==> config.mk <==
export PLATFORM = sky130hd
export DESIGN_NAME = fl_binder_rr
export DESIGN_NICKNAME = d
export VERILOG_FILES = /design/src/rtl/fl_binder_rr.sv
export SDC_FILE = /design/constraint.sdc
export NUM_CORES = 1
export LEC_CHECK = 0
export ABC_AREA = 1
export CAP_MARGIN = 20
export CELL_PAD_IN_SITES_DETAIL_PLACEMENT = 1
export CELL_PAD_IN_SITES_GLOBAL_PLACEMENT = 2
export CORE_ASPECT_RATIO = 1.5
export CORE_UTILIZATION = 20
export CTS_CLUSTER_DIAMETER = 50
export CTS_CLUSTER_SIZE = 12
export DETAILED_ROUTE_END_ITERATION = 10
export PLACE_DENSITY = 0.88
export SETUP_SLACK_MARGIN = 0.2
export SLEW_MARGIN = 20
export SYNTH_ARGS = -nofsm -noshare
export SYNTH_HDL_FRONTEND = slang
export SYNTH_SLANG_ARGS = --single-unit
==> constraint.sdc <==
create_clock -name CLK -period 3.23 [get_ports CLK]
set_clock_uncertainty 0.05 [all_clocks]
set_input_delay 0.646 -clock CLK [delete_from_list [all_inputs] [get_ports CLK]]
set_output_delay 0.646 -clock CLK [all_outputs]
set_load 0.01 [all_outputs]
==> src/rtl/fl_binder_rr.sv <==
// fl_binder_rr: merges INPUT_COUNT FrameLink streams into one stream using
// frame-atomic round-robin arbitration and a single registered output stage.
module fl_binder_rr #(
  parameter int DATA_WIDTH  = 64,
  parameter int DREM_WIDTH  = 3,
  parameter int INPUT_COUNT = 4
) (
  input  logic                              CLK,
  input  logic                              RESET_N,
  input  logic [INPUT_COUNT*DATA_WIDTH-1:0] RX_DATA,
  input  logic [INPUT_COUNT*DREM_WIDTH-1:0] RX_DREM,
  input  logic [INPUT_COUNT-1:0]            RX_SOF_N,
  input  logic [INPUT_COUNT-1:0]            RX_EOF_N,
  input  logic [INPUT_COUNT-1:0]            RX_SOP_N,
  input  logic [INPUT_COUNT-1:0]            RX_EOP_N,
  input  logic [INPUT_COUNT-1:0]            RX_SRC_RDY_N,
  output logic [INPUT_COUNT-1:0]            RX_DST_RDY_N,
  output logic [DATA_WIDTH-1:0]             TX_DATA,
  output logic [DREM_WIDTH-1:0]             TX_DREM,
  output logic                              TX_SOF_N,
  output logic                              TX_EOF_N,
  output logic                              TX_SOP_N,
  output logic                              TX_EOP_N,
  output logic                              TX_SRC_RDY_N,
  input  logic                              TX_DST_RDY_N
);

  localparam int GW = (INPUT_COUNT > 1) ? $clog2(INPUT_COUNT) : 1;

  typedef enum logic {S_IDLE = 1'b0, S_LOCKED = 1'b1} state_t;

  state_t                state_q, state_d;
  logic [GW-1:0]         grant_q, grant_d;
  logic [GW-1:0]         rr_ptr_q, rr_ptr_d;
  logic                  vld_q, vld_d;
  logic [DATA_WIDTH-1:0] data_q, data_d;
  logic [DREM_WIDTH-1:0] drem_q, drem_d;
  logic [3:0]            frm_n_q, frm_n_d;   // {SOF, EOF, SOP, EOP}, active low

  logic                  scan_found;
  logic [GW-1:0]         scan_idx;
  logic [GW-1:0]         scan_cand;
  logic [DATA_WIDTH-1:0] sel_data;
  logic [DREM_WIDTH-1:0] sel_drem;
  logic [3:0]            sel_frm_n;
  logic                  sel_src_rdy_n;
  logic                  can_accept;
  logic                  rx_xfer;

  function automatic logic [GW-1:0] inc_mod(input logic [GW-1:0] idx);
    if (idx == GW'(INPUT_COUNT - 1)) begin
      return '0;
    end
    return idx + GW'(1);
  endfunction

  // Round-robin scan starting at the pointer; first ready input wins.
  always_comb begin
    scan_found = 1'b0;
    scan_idx   = rr_ptr_q;
    scan_cand  = rr_ptr_q;
    for (int k = 0; k < INPUT_COUNT; k++) begin
      if (!scan_found && !RX_SRC_RDY_N[scan_cand]) begin
        scan_found = 1'b1;
        scan_idx   = scan_cand;
      end
      scan_cand = inc_mod(scan_cand);
    end
  end

  always_comb begin
    sel_data      = '0;
    sel_drem      = '0;
    sel_frm_n     = '1;
    sel_src_rdy_n = 1'b1;
    for (int i = 0; i < INPUT_COUNT; i++) begin
      if (grant_q == GW'(i)) begin
        sel_data      = RX_DATA[i*DATA_WIDTH +: DATA_WIDTH];
        sel_drem      = RX_DREM[i*DREM_WIDTH +: DREM_WIDTH];
        sel_frm_n     = {RX_SOF_N[i], RX_EOF_N[i], RX_SOP_N[i], RX_EOP_N[i]};
        sel_src_rdy_n = RX_SRC_RDY_N[i];
      end
    end
  end

  assign can_accept = !vld_q || !TX_DST_RDY_N;
  assign rx_xfer    = (state_q == S_LOCKED) && can_accept && !sel_src_rdy_n;

  always_comb begin
    for (int i = 0; i < INPUT_COUNT; i++) begin
      RX_DST_RDY_N[i] = !((state_q == S_LOCKED) && can_accept && (grant_q == GW'(i)));
    end
  end

  always_comb begin
    state_d  = state_q;
    grant_d  = grant_q;
    rr_ptr_d = rr_ptr_q;
    case (state_q)
      S_IDLE: begin
        if (scan_found) begin
          grant_d = scan_idx;
          state_d = S_LOCKED;
        end
      end
      S_LOCKED: begin
        // The grant is held across source stalls until the EOF word moves.
        if (rx_xfer && !sel_frm_n[2]) begin
          state_d  = S_IDLE;
          rr_ptr_d = inc_mod(grant_q);
        end
      end
      default: state_d = S_IDLE;
    endcase
  end

  always_comb begin
    vld_d   = vld_q;
    data_d  = data_q;
    drem_d  = drem_q;
    frm_n_d = frm_n_q;
    if (can_accept) begin
      vld_d = rx_xfer;
    end
    if (rx_xfer) begin
      data_d  = sel_data;
      drem_d  = sel_drem;
      frm_n_d = sel_frm_n;
    end
  end

  always_ff @(posedge CLK or negedge RESET_N) begin
    if (!RESET_N) begin
      state_q  <= S_IDLE;
      grant_q  <= '0;
      rr_ptr_q <= '0;
      vld_q    <= 1'b0;
      data_q   <= '0;
      drem_q   <= '0;
      frm_n_q  <= '1;
    end else begin
      state_q  <= state_d;
      grant_q  <= grant_d;
      rr_ptr_q <= rr_ptr_d;
      vld_q    <= vld_d;
      data_q   <= data_d;
      drem_q   <= drem_d;
      frm_n_q  <= frm_n_d;
    end
  end

  assign TX_DATA      = data_q;
  assign TX_DREM      = drem_q;
  assign TX_SOF_N     = frm_n_q[3];
  assign TX_EOF_N     = frm_n_q[2];
  assign TX_SOP_N     = frm_n_q[1];
  assign TX_EOP_N     = frm_n_q[0];
  assign TX_SRC_RDY_N = !vld_q;

endmodule

==> results.md <==
* Run status: finished clean
* Maximum level of the CTS H-tree at 3
* Number of iterations in the first detailed-routing pass at 4
* Synth Register Bits at 77
* Launch instance of the worst register-to-register path: grant_q[0]
* Width of the die at 135 um
* Hold Path Class: in -> async
* Max stage delay cell, worst path: sky130_fd_sc_hd__clkdlybuf4s50_1
* Total wirelength of the detailed-routed design at 24.4 mm
* Post-route worst hold slack at 0.220 ns
* Post-Synthesis Mean Instance Area at 7.96 sq um
* Cell chosen for the clock root: sky130_fd_sc_hd__clkbuf_16
* Clock tree from TritonCTS: built
* Maximum clock insertion buffer count at 2
* Sinks on Clock Net at 77
* Reported leakage power at 3.80 nW
* Type of element capturing the critical path: primary output
* Total clock buffers created by CTS at 9
* Filler Cell Count at 3120
* Total design power at 8.12 mW
* Proportion of synthesized chip area in sequential cells at 0.362
* Proportion of synthesized flip-flops having asynchronous set or reset at 1.00
* Transition time at the pin with the least slew margin at 0.638 ns
* Count of flip-flops with a built-in enable after synthesis at 0
* GRT Residual Overflow at 0
* Peak fanout along the critical path at 4
* Antenna Nets Post-Route at 0
* Die Y-Extent at 202 um
* Final cycle utilization of the critical path at 0.883
* Setup repair after global routing missed its margin: no
* Final setup violating endpoints at 0
* Top-level I/O count at 367
* Area taken by multi-input logic gates at 3070 sq um
* Number of placement rows at 72
* Combined global-route utilization of all metal layers at 0.177
* DPL Wire Length at 19.2 mm
* Fraction of power consumed by the clock network at 0.141
* Proportion of layout cells with a drive suffix above 1 at 0.0761
* Headroom to the max-slew limit at 0.575
* Post-detailed-route wirelength per cell at 18.1 um
* Clock Pin Slew Worst Setup and Hold Paths at 0.06 ns
* Via count normalized by instance count at 4.54
* Synth top area cells: sky130_fd_sc_hd__dfrtp_1, sky130_fd_sc_hd__nand2_1, sky130_fd_sc_hd__mux2i_1, sky130_fd_sc_hd__a22oi_1, sky130_fd_sc_hd__o21ai_0
* Mapped Cells at 671
* Critical Path AT at 2.16 ns
* Post-Synthesis Cell Area at 5340 sq um
* Effective utilization at floorplan at 0.205
* Number of global-route vias before repair at 6471
* Share of the synthesized area in the top cell type at 0.342
* Number of buffers and inverters on the critical path at 3
* Crit-path most repeated cell: sky130_fd_sc_hd__clkdlybuf4s50_1
* Kind of cell adding the most delay to the critical path: buffers and inverters
* Final sum of negative setup slack at 0 ns
* WP data required at 2.53 ns
* Max-cap viol count at 0
* Part of the power in registers at 0.203
* Global-route wire length before repair at 36.3 mm
* Unique cell type count in the Yosys netlist at 30
* Last weighted congestion value of the routability-driven placer at 0.853
* Number of remaining DRC errors at 0
* Layout Nets at 1303
* Delay contributed by the slowest stage of the critical path at 0.50 ns
* Pin count of the biggest net entering global routing at 99
* Power density over cell area at 841 nW/um^2
* Final Max Tran Viols at 0
* Cell-internal power at 4.43 mW
* Top cell type by total area after synthesis: sky130_fd_sc_hd__dfrtp_1
* Combinational cell fraction of total power at 0.656
* Final hold violations at 0
* Most instantiated flip-flop cell in the synthesis netlist: sky130_fd_sc_hd__dfrtp_1
* Count of input and output buffers at 366
* Number of buffers inserted to repair setup after CTS at 0
* CP cell instances: clkdlybuf4s50_1 -> a21oi_1 -> buf_4 -> nand2_1 -> clkdlybuf4s50_1
* Minimum setup slack among reg-to-reg paths at 0.76 ns
* Area growth from synthesis to layout at 80.5%
* Switching part of the total power at 0.454
* Number of vias in the routed layout at 6111
* Floorplan die area at 27400 sq um
* Most common cell in the synthesized netlist: sky130_fd_sc_hd__nand2_1
* Critical Path Source: TX_DST_RDY_N
* Type of the worst setup path: in -> out
* Sequential standard cell area at 1930 sq um
* Synth top cells by count: sky130_fd_sc_hd__nand2_1, sky130_fd_sc_hd__dfrtp_1, sky130_fd_sc_hd__o21ai_0
* CP startpoint kind: primary input
* Net switching power figure at 3.68 mW
* Core area at 26000 sq um
* Highest ir drop seen on vdd at 0.477 mV
* Drt initial violations at 232
* Hold bufs inserted after CTS at 0
* Final cell utilization of the core at 0.371
* Antenna violations before repair at 4
* Quantity of gates resized following cts at 0
* Shortest period the worst path allows at 2.85 ns
* Net count of the mapped netlist at 967
* Insertion delay of the later-clocked pin in the worst-skew pair at 0.35 ns
* Number of synthesis warnings at 0
* Max Fclk at 0.351 GHz
==> sequential cells by signal, indices dropped and copies added, names as in the netlist <==
name and cells:
TX_DATA 64, TX_DREM 3, vld_q 1, frm_n_q 4
rr_ptr_q 2, state_q 1, grant_q 2
==> per-stage QoR <==
stage | setup slack [ns] | cells | cell area, sq um
after global routing | 0.344 | 1346 | 9650
after floorplan | 1.35 | 671 | 5340
after detailed placement | 0.401 | 1329 | 9320
final | 0.378 | 1346 | 9650
after global placement | 0.397 | 1329 | 9320
after CTS | 0.389 | 1345 | 9640
==> power by group through the flow <==
stage	Sequential [mW]	Clock, mW	Combinational (mW)
after global routing	1.70	1.22	5.91
after global placement	1.65	0	5.32
final	1.65	1.14	5.33
after CTS	1.66	1.18	5.46
after floorplan	1.80	0	3.18
after detailed placement	1.67	0	5.44
==> per-layer routing <==
layer | GRT usage | up-vias | part of all wire
li1 | - | 3023 | -
met1 | 0.188 | 2840 | 0.37
met2 | 0.322 | 195 | 0.53
met3 | 0.0434 | 47 | 0.063
met4 | 0.0839 | 6 | 0.037
met5 | 0 | - | 0.0015
==> cells in the final DEF, fill, tap and decap left out, types with 2 or more instances in the layout <==
cell type and n:
sky130_fd_sc_hd__a21oi_1 2, sky130_fd_sc_hd__a22oi_1 67, sky130_fd_sc_hd__buf_12 5, sky130_fd_sc_hd__buf_4 9
sky130_fd_sc_hd__bufinv_16 2, sky130_fd_sc_hd__clkbuf_16 9, sky130_fd_sc_hd__clkbuf_8 2, sky130_fd_sc_hd__clkdlybuf4s50_1 365
sky130_fd_sc_hd__clkinv_2 2, sky130_fd_sc_hd__dfrtp_1 73, sky130_fd_sc_hd__dfstp_2 4, sky130_fd_sc_hd__ha_1 2
sky130_fd_sc_hd__ha_4 2, sky130_fd_sc_hd__inv_1 14, sky130_fd_sc_hd__inv_2 4, sky130_fd_sc_hd__mux2i_1 67
sky130_fd_sc_hd__nand2_1 201, sky130_fd_sc_hd__nand2_2 2, sky130_fd_sc_hd__nand3_1 17, sky130_fd_sc_hd__nor2_1 5
sky130_fd_sc_hd__o21ai_0 73, sky130_fd_sc_hd__o21ai_1 42, sky130_fd_sc_hd__o21ai_2 28, sky130_fd_sc_hd__o22ai_1 4
==> layout make-up <==
| type | instances | share of cell area |
|---|---|---|
| timing repair buffer | 379 | 0.396 |
| multi-input combinational | 521 | 0.319 |
| sequential | 77 | 0.200 |
| tap | 333 | 0.0432 |
| clock buffer | 12 | 0.0266 |
| inverter | 19 | 0.00765 |
| clock inverter | 4 | 0.00726 |
| antenna | 1 | 0.000259 |
==> path summary, 6_finish.rpt <==
check	to	depth (start not counted)
hold reg to reg	frm_n_q[3]	2
max in group asynchronous	frm_n_q[3]	2
min in group CLK	frm_n_q[3]	2
setup reg to reg	TX_DREM[2]	8
setup / recovery	RX_DST_RDY_N[0]	5
hold / removal	TX_DATA[3]	1
==> kinds of logic after synthesis <==
| group | count (synthesis) | share of synthesized area |
|---|---|---|
| AND/OR/NAND/NOR | 231 | 0.173 |
| flip-flops | 77 | 0.362 |
| buffers and inverters | 73 | 0.0698 |
| adder cells (fa/ha/maj) | 5 | 0.0117 |
| AO/OA/AOI/OAI | 218 | 0.259 |
| multiplexers | 67 | 0.125 |
No activity file was read; power rests on OpenSTA's default activity.
